===== src/rtl/mips_mem_arbiter.sv =====
// Two-port memory arbiter for a MIPS core: instruction fetch and data share one
// fixed-latency memory; data has priority, but fetch is forced in after MAX_DEFER data wins.
module mips_mem_arbiter #(
    parameter int AW        = 10,
    parameter int DW        = 32,
    parameter int LAT       = 2,
    parameter int MAX_DEFER = 4
) (
    input  logic          clk,
    input  logic          rst_n,
    input  logic          if_req,
    input  logic [AW-1:0] if_addr,
    output logic          if_gnt,
    output logic          if_rvalid,
    output logic [DW-1:0] if_rdata,
    input  logic          d_req,
    input  logic          d_we,
    input  logic [AW-1:0] d_addr,
    input  logic [DW-1:0] d_wdata,
    output logic          d_gnt,
    output logic          d_rvalid,
    output logic [DW-1:0] d_rdata,
    output logic          mem_en,
    output logic          mem_we,
    output logic [AW-1:0] mem_addr,
    output logic [DW-1:0] mem_wdata,
    input  logic [DW-1:0] mem_rdata,
    output logic          busy
);

    localparam int LW  = $clog2(LAT + 1);
    localparam int DFW = $clog2(MAX_DEFER + 1);
    localparam logic [LW-1:0]  LAT_END   = LW'(LAT);
    localparam logic [DFW-1:0] DEFER_MAX = DFW'(MAX_DEFER);

    typedef enum logic {IDLE, WAIT} state_t;

    state_t         state;
    logic [LW-1:0]  lat_cnt;
    logic [DFW-1:0] defer_cnt;
    logic           owner_d;
    logic           owner_we;
    logic           can_grant;
    logic           pick_d;
    logic           pick_i;

    // Grant is decided combinationally so the memory strobe lands in the request cycle;
    // gating with rst_n keeps every output quiet while reset is held.
    always_comb begin
        can_grant = rst_n && (state == IDLE);
        pick_d    = can_grant && d_req && !(if_req && (defer_cnt == DEFER_MAX));
        pick_i    = can_grant && if_req && !pick_d;
    end

    assign if_gnt    = pick_i;
    assign d_gnt     = pick_d;
    assign mem_en    = pick_i | pick_d;
    assign mem_we    = pick_d & d_we;
    assign mem_addr  = pick_d ? d_addr : (pick_i ? if_addr : '0);
    assign mem_wdata = pick_d ? d_wdata : '0;
    assign busy      = (state == WAIT);

    always_ff @(posedge clk or negedge rst_n) begin
        if (!rst_n) begin
            state     <= IDLE;
            lat_cnt   <= '0;
            defer_cnt <= '0;
            owner_d   <= 1'b0;
            owner_we  <= 1'b0;
            if_rvalid <= 1'b0;
            d_rvalid  <= 1'b0;
            if_rdata  <= '0;
            d_rdata   <= '0;
        end else begin
            if_rvalid <= 1'b0;
            d_rvalid  <= 1'b0;
            case (state)
                IDLE: begin
                    if (pick_i || pick_d) begin
                        state    <= WAIT;
                        lat_cnt  <= LW'(1);
                        owner_d  <= pick_d;
                        owner_we <= pick_d & d_we;
                    end
                    // Only data wins that actually starve a waiting fetch count toward forcing it
                    if (pick_i)
                        defer_cnt <= '0;
                    else if (pick_d && if_req && (defer_cnt != DEFER_MAX))
                        defer_cnt <= defer_cnt + 1'b1;
                end
                WAIT: begin
                    if (lat_cnt == LAT_END) begin
                        state   <= IDLE;
                        lat_cnt <= '0;
                        if (owner_d) begin
                            d_rvalid <= 1'b1;
                            if (!owner_we)
                                d_rdata <= mem_rdata;
                        end else begin
                            if_rvalid <= 1'b1;
                            if_rdata  <= mem_rdata;
                        end
                    end else begin
                        lat_cnt <= lat_cnt + 1'b1;
                    end
                end
                default: state <= IDLE;
            endcase
        end
    end

endmodule

===== config.mk =====
export PLATFORM = sky130hd
export DESIGN_NAME = mips_mem_arbiter
export DESIGN_NICKNAME = d
export VERILOG_FILES = /design/src/rtl/mips_mem_arbiter.sv
export SDC_FILE = /design/constraint.sdc
export NUM_CORES = 1
export LEC_CHECK = 0
export BUFFER_PORTS_ARGS = -buffer_cell sky130_fd_sc_hd__clkbuf_2
export CAP_MARGIN = 20
export CORE_UTILIZATION = 46
export DETAILED_ROUTE_END_ITERATION = 16
export GPL_ROUTABILITY_DRIVEN = 0
export PLACE_DENSITY_LB_ADDON = 0.05
export SYNTH_ARGS = -nofsm -noshare
export SYNTH_HDL_FRONTEND = slang
export SYNTH_SLANG_ARGS = --single-unit

===== constraint.sdc =====
create_clock -name clk -period 4.6 [get_ports clk]
set_input_delay 0.69 -clock clk [delete_from_list [all_inputs] [get_ports clk]]
set_output_delay 0.69 -clock clk [all_outputs]
set_load 0.02 [all_outputs]

==> reports/results.ini <==
[setup_path]
start_kind=register
path_class=register to output port
worstPathArrival_ns=2.32
worst-path-max-fanout=11
required_ns=3.91
end_kind=output port

[pwr]
ir_drop_mv=0.392
seq_power_share=0.380
power_density_mw_per_mm2=664
swShare=0.392
pwr-share-clk=0.189
p_total_mw=2.99
power.share.combinational=0.430
power_switching_mw=1.17
intPower_mw=1.82
leakagePower_nw=2.40

[clock_network]
clock_path_buffers=2
cts_resized=0
insertion_delay_ns=0.36
cts_buffers=9
tritoncts=built
clockRootBuffer=clkbuf_8
path_clk_slew_ns=0.07
clkSinkCount=74
ctsHoldBuffers=0
htree_levels=3
post_cts_buffers=0

[global_routing]
grt_first_pass_wirelength_microns=11800
grt_max_degree=75
grt_overflow_total=0
antenna_found_initial=0
grt_pass1_vias=2417
track_usage=0.213

[synthesis]
synthMuxAreaShare=0.228
synthArstFlopShare=1.00
syn_avg_cell_area_sq_um=14.0
synth-edff-count=0
syn_area_sq_mm=0.00320
ys_seq_elements=74
synth_compound_gate_area_share=0.0493
synth_top_family_by_area=multiplexers
synth_seq_area_share=0.579
yosys_most_used_dff=dfrtp_1
yosysWarnings=0
ys_types=27
syn_nets=320
synthCells=229
synth-simple-area-share=0.107
synth_fa_ha_area_frac=0.00782
synth_xor_xnor_area_share=0

[min_path]
min_path_type=register to register

[detailed_routing]
drt_iter0_markers=62
wl_per_cell_microns=14.8
totalWireLength_microns=7650
avgViaCountPerCell=4.95
dr.pass1.iters=4
ant_nets=0
remaining_drc_errors=0
via_count=2566

[placed_design]
dpl_cell_area_sq_mm=0.00426
place_hpwl_microns=5620
io_buffers=201
post-place-ws_ns=1.37

[timing]
finalHoldViolCount=0
maxSlewHeadroom=0.398
drv_slew=0
fmax_mhz=332
tns_ns=0
fin_crit_sh=0.655
worstMarginPinSlew_ns=0.903
finalWorstSetupSlack_ns=1.59
setup_viol=0
min_period_ns=3.01
finClkSkew_ns=0.0188
rsz0062_at_grt=no

[layout]
drive_above_1_share=0.655
n_antenna_cell=0
final_area_sq_mm=0.00451
area_growth_pct=41.0
fillers=543
nNetsFinal=524

[floorplanning]
num_rows=30
core_sq_mm=0.00676
die_h_microns=85.4
dieArea_sq_mm=0.00729
die_width_microns=85.4
initial_core_util=0.473
pin_count=202

[outcome]
outcome=complete, no violations

[flow_run]
drv_cap=0

worst max-delay path, cell delays in order, from the launching register on:
cell and delay (ns):
dfrtp_1 0.48, nand3b_1 0.32, a21oi_1 0.75, a22o_1 0.25
clkbuf_2 0.17
synth_stat cells (2+ instances only):
cell type,n,area [sq um]
dfrtp_1,74,1850
mux2_2,62,698
and2_1,33,206
a22o_1,11,96.3
buf_2,6,30.0
o21ai_0,5,25.0
clkbuf_1,4,15.0
buf_6,3,33.8
inv_1,3,11.3
nand2_1,3,11.3
nand2b_1,3,18.8
a21o_1,2,15.0
and3_1,2,12.5
ha_1,2,25.0
mux2_1,2,22.5
nand3b_1,2,15.0
nor3b_1,2,15.0
power by group through the flow:
stage | Combinational, mW | Sequential (mW) | Clock (mW)
6_report | 1.29 | 1.14 | 0.567
5_1_grt | 1.38 | 1.19 | 0.610
4_1_cts | 1.30 | 1.14 | 0.578
3_5_place_dp | 1.30 | 1.15 | 0
3_3_place_gp | 1.28 | 1.13 | 0
2_1_floorplan | 0.499 | 1.48 | 0
per-stage QoR:
stage | hold WS, ns | instances | util
floorplan | 0.394 | 229 | -
global placement | 0.468 | 501 | 0.630
detailed placement | 0.476 | 501 | 0.630
CTS | 0.494 | 517 | 0.663
global route | 0.521 | 518 | 0.667
finish | 0.487 | 518 | 0.667
state kept, by name (all words and copies together) (netlist names):
register and flops:
d_rdata 32, if_rdata 32, defer_cnt 3, lat_cnt 2, busy 1, d_rvalid 1, if_rvalid 1, owner_d 1
owner_we 1
cells in the final DEF, fill, tap and decap left out, types with 3 or more instances in the layout:
| cell type | Yosys | final |
|---|---|---|
| buf_4 | 0 | 4 |
| clkbuf_2 | 0 | 200 |
| inv_1 | 3 | 3 |
| and2_1 | 33 | 33 |
| clkbuf_8 | 0 | 9 |
| a22o_1 | 11 | 11 |
| o21ai_0 | 5 | 5 |
| dfrtp_1 | 74 | 74 |
| nand2_1 | 3 | 3 |
| nand2b_1 | 3 | 3 |
| mux2_2 | 62 | 62 |
path summary, 6_finish.rpt:
path / start / to / slack [ns] / cells after the start
max: busy$_DFF_PN0_ / mem_addr[6] / 1.59 / 4
min: d_rdata[14]$_DFFE_PN0P_ / d_rdata[14]$_DFFE_PN0P_ / 0.49 / 1
max reg2reg: busy$_DFF_PN0_ / d_rdata[31]$_DFFE_PN0P_ / 2.77 / 4
min reg2reg: d_rdata[14]$_DFFE_PN0P_ / d_rdata[14]$_DFFE_PN0P_ / 0.49 / 1
max in group asynchronous: rst_n / lat_cnt[0]$_DFFE_PN0P_ / 3.42 / 2
min in group asynchronous: rst_n / if_rdata[6]$_DFFE_PN0P_ / 0.60 / 2
final cells by class:
class	count	area, sq um	area share
inverter	3	11.3	0.00250
tap	80	100	0.0222
clock inverter	7	101	0.0225
clock buffer	9	124	0.0275
multi-input combinational	139	1260	0.279
timing repair buffer	206	1060	0.236
sequential	74	1850	0.411
cells by family (layout without fill, tap and decap cells):
logic type / after synthesis / count (layout)
adder cells (fa/ha/maj): 2 / 2
AO/OA/AOI/OAI: 21 / 21
flip-flops: 74 / 74
multiplexers: 65 / 65
buffers and inverters: 16 / 225
AND/OR/NAND/NOR: 51 / 51
per-layer routing:
| metal | routed length, microns | GRT usage | up-vias | part of all wire |
|---|---|---|---|---|
| met1 | 3120 | 0.260 | 1231 | 0.41 |
| met5 | 0 | 0 | - | 0 |
| li1 | - | - | 1201 | - |
| met4 | 112 | 0.0758 | 0 | 0.015 |
| met2 | 3840 | 0.352 | 124 | 0.50 |
| met3 | 575 | 0.0768 | 10 | 0.075 |
No activity file was read; power rests on OpenSTA's default activity.
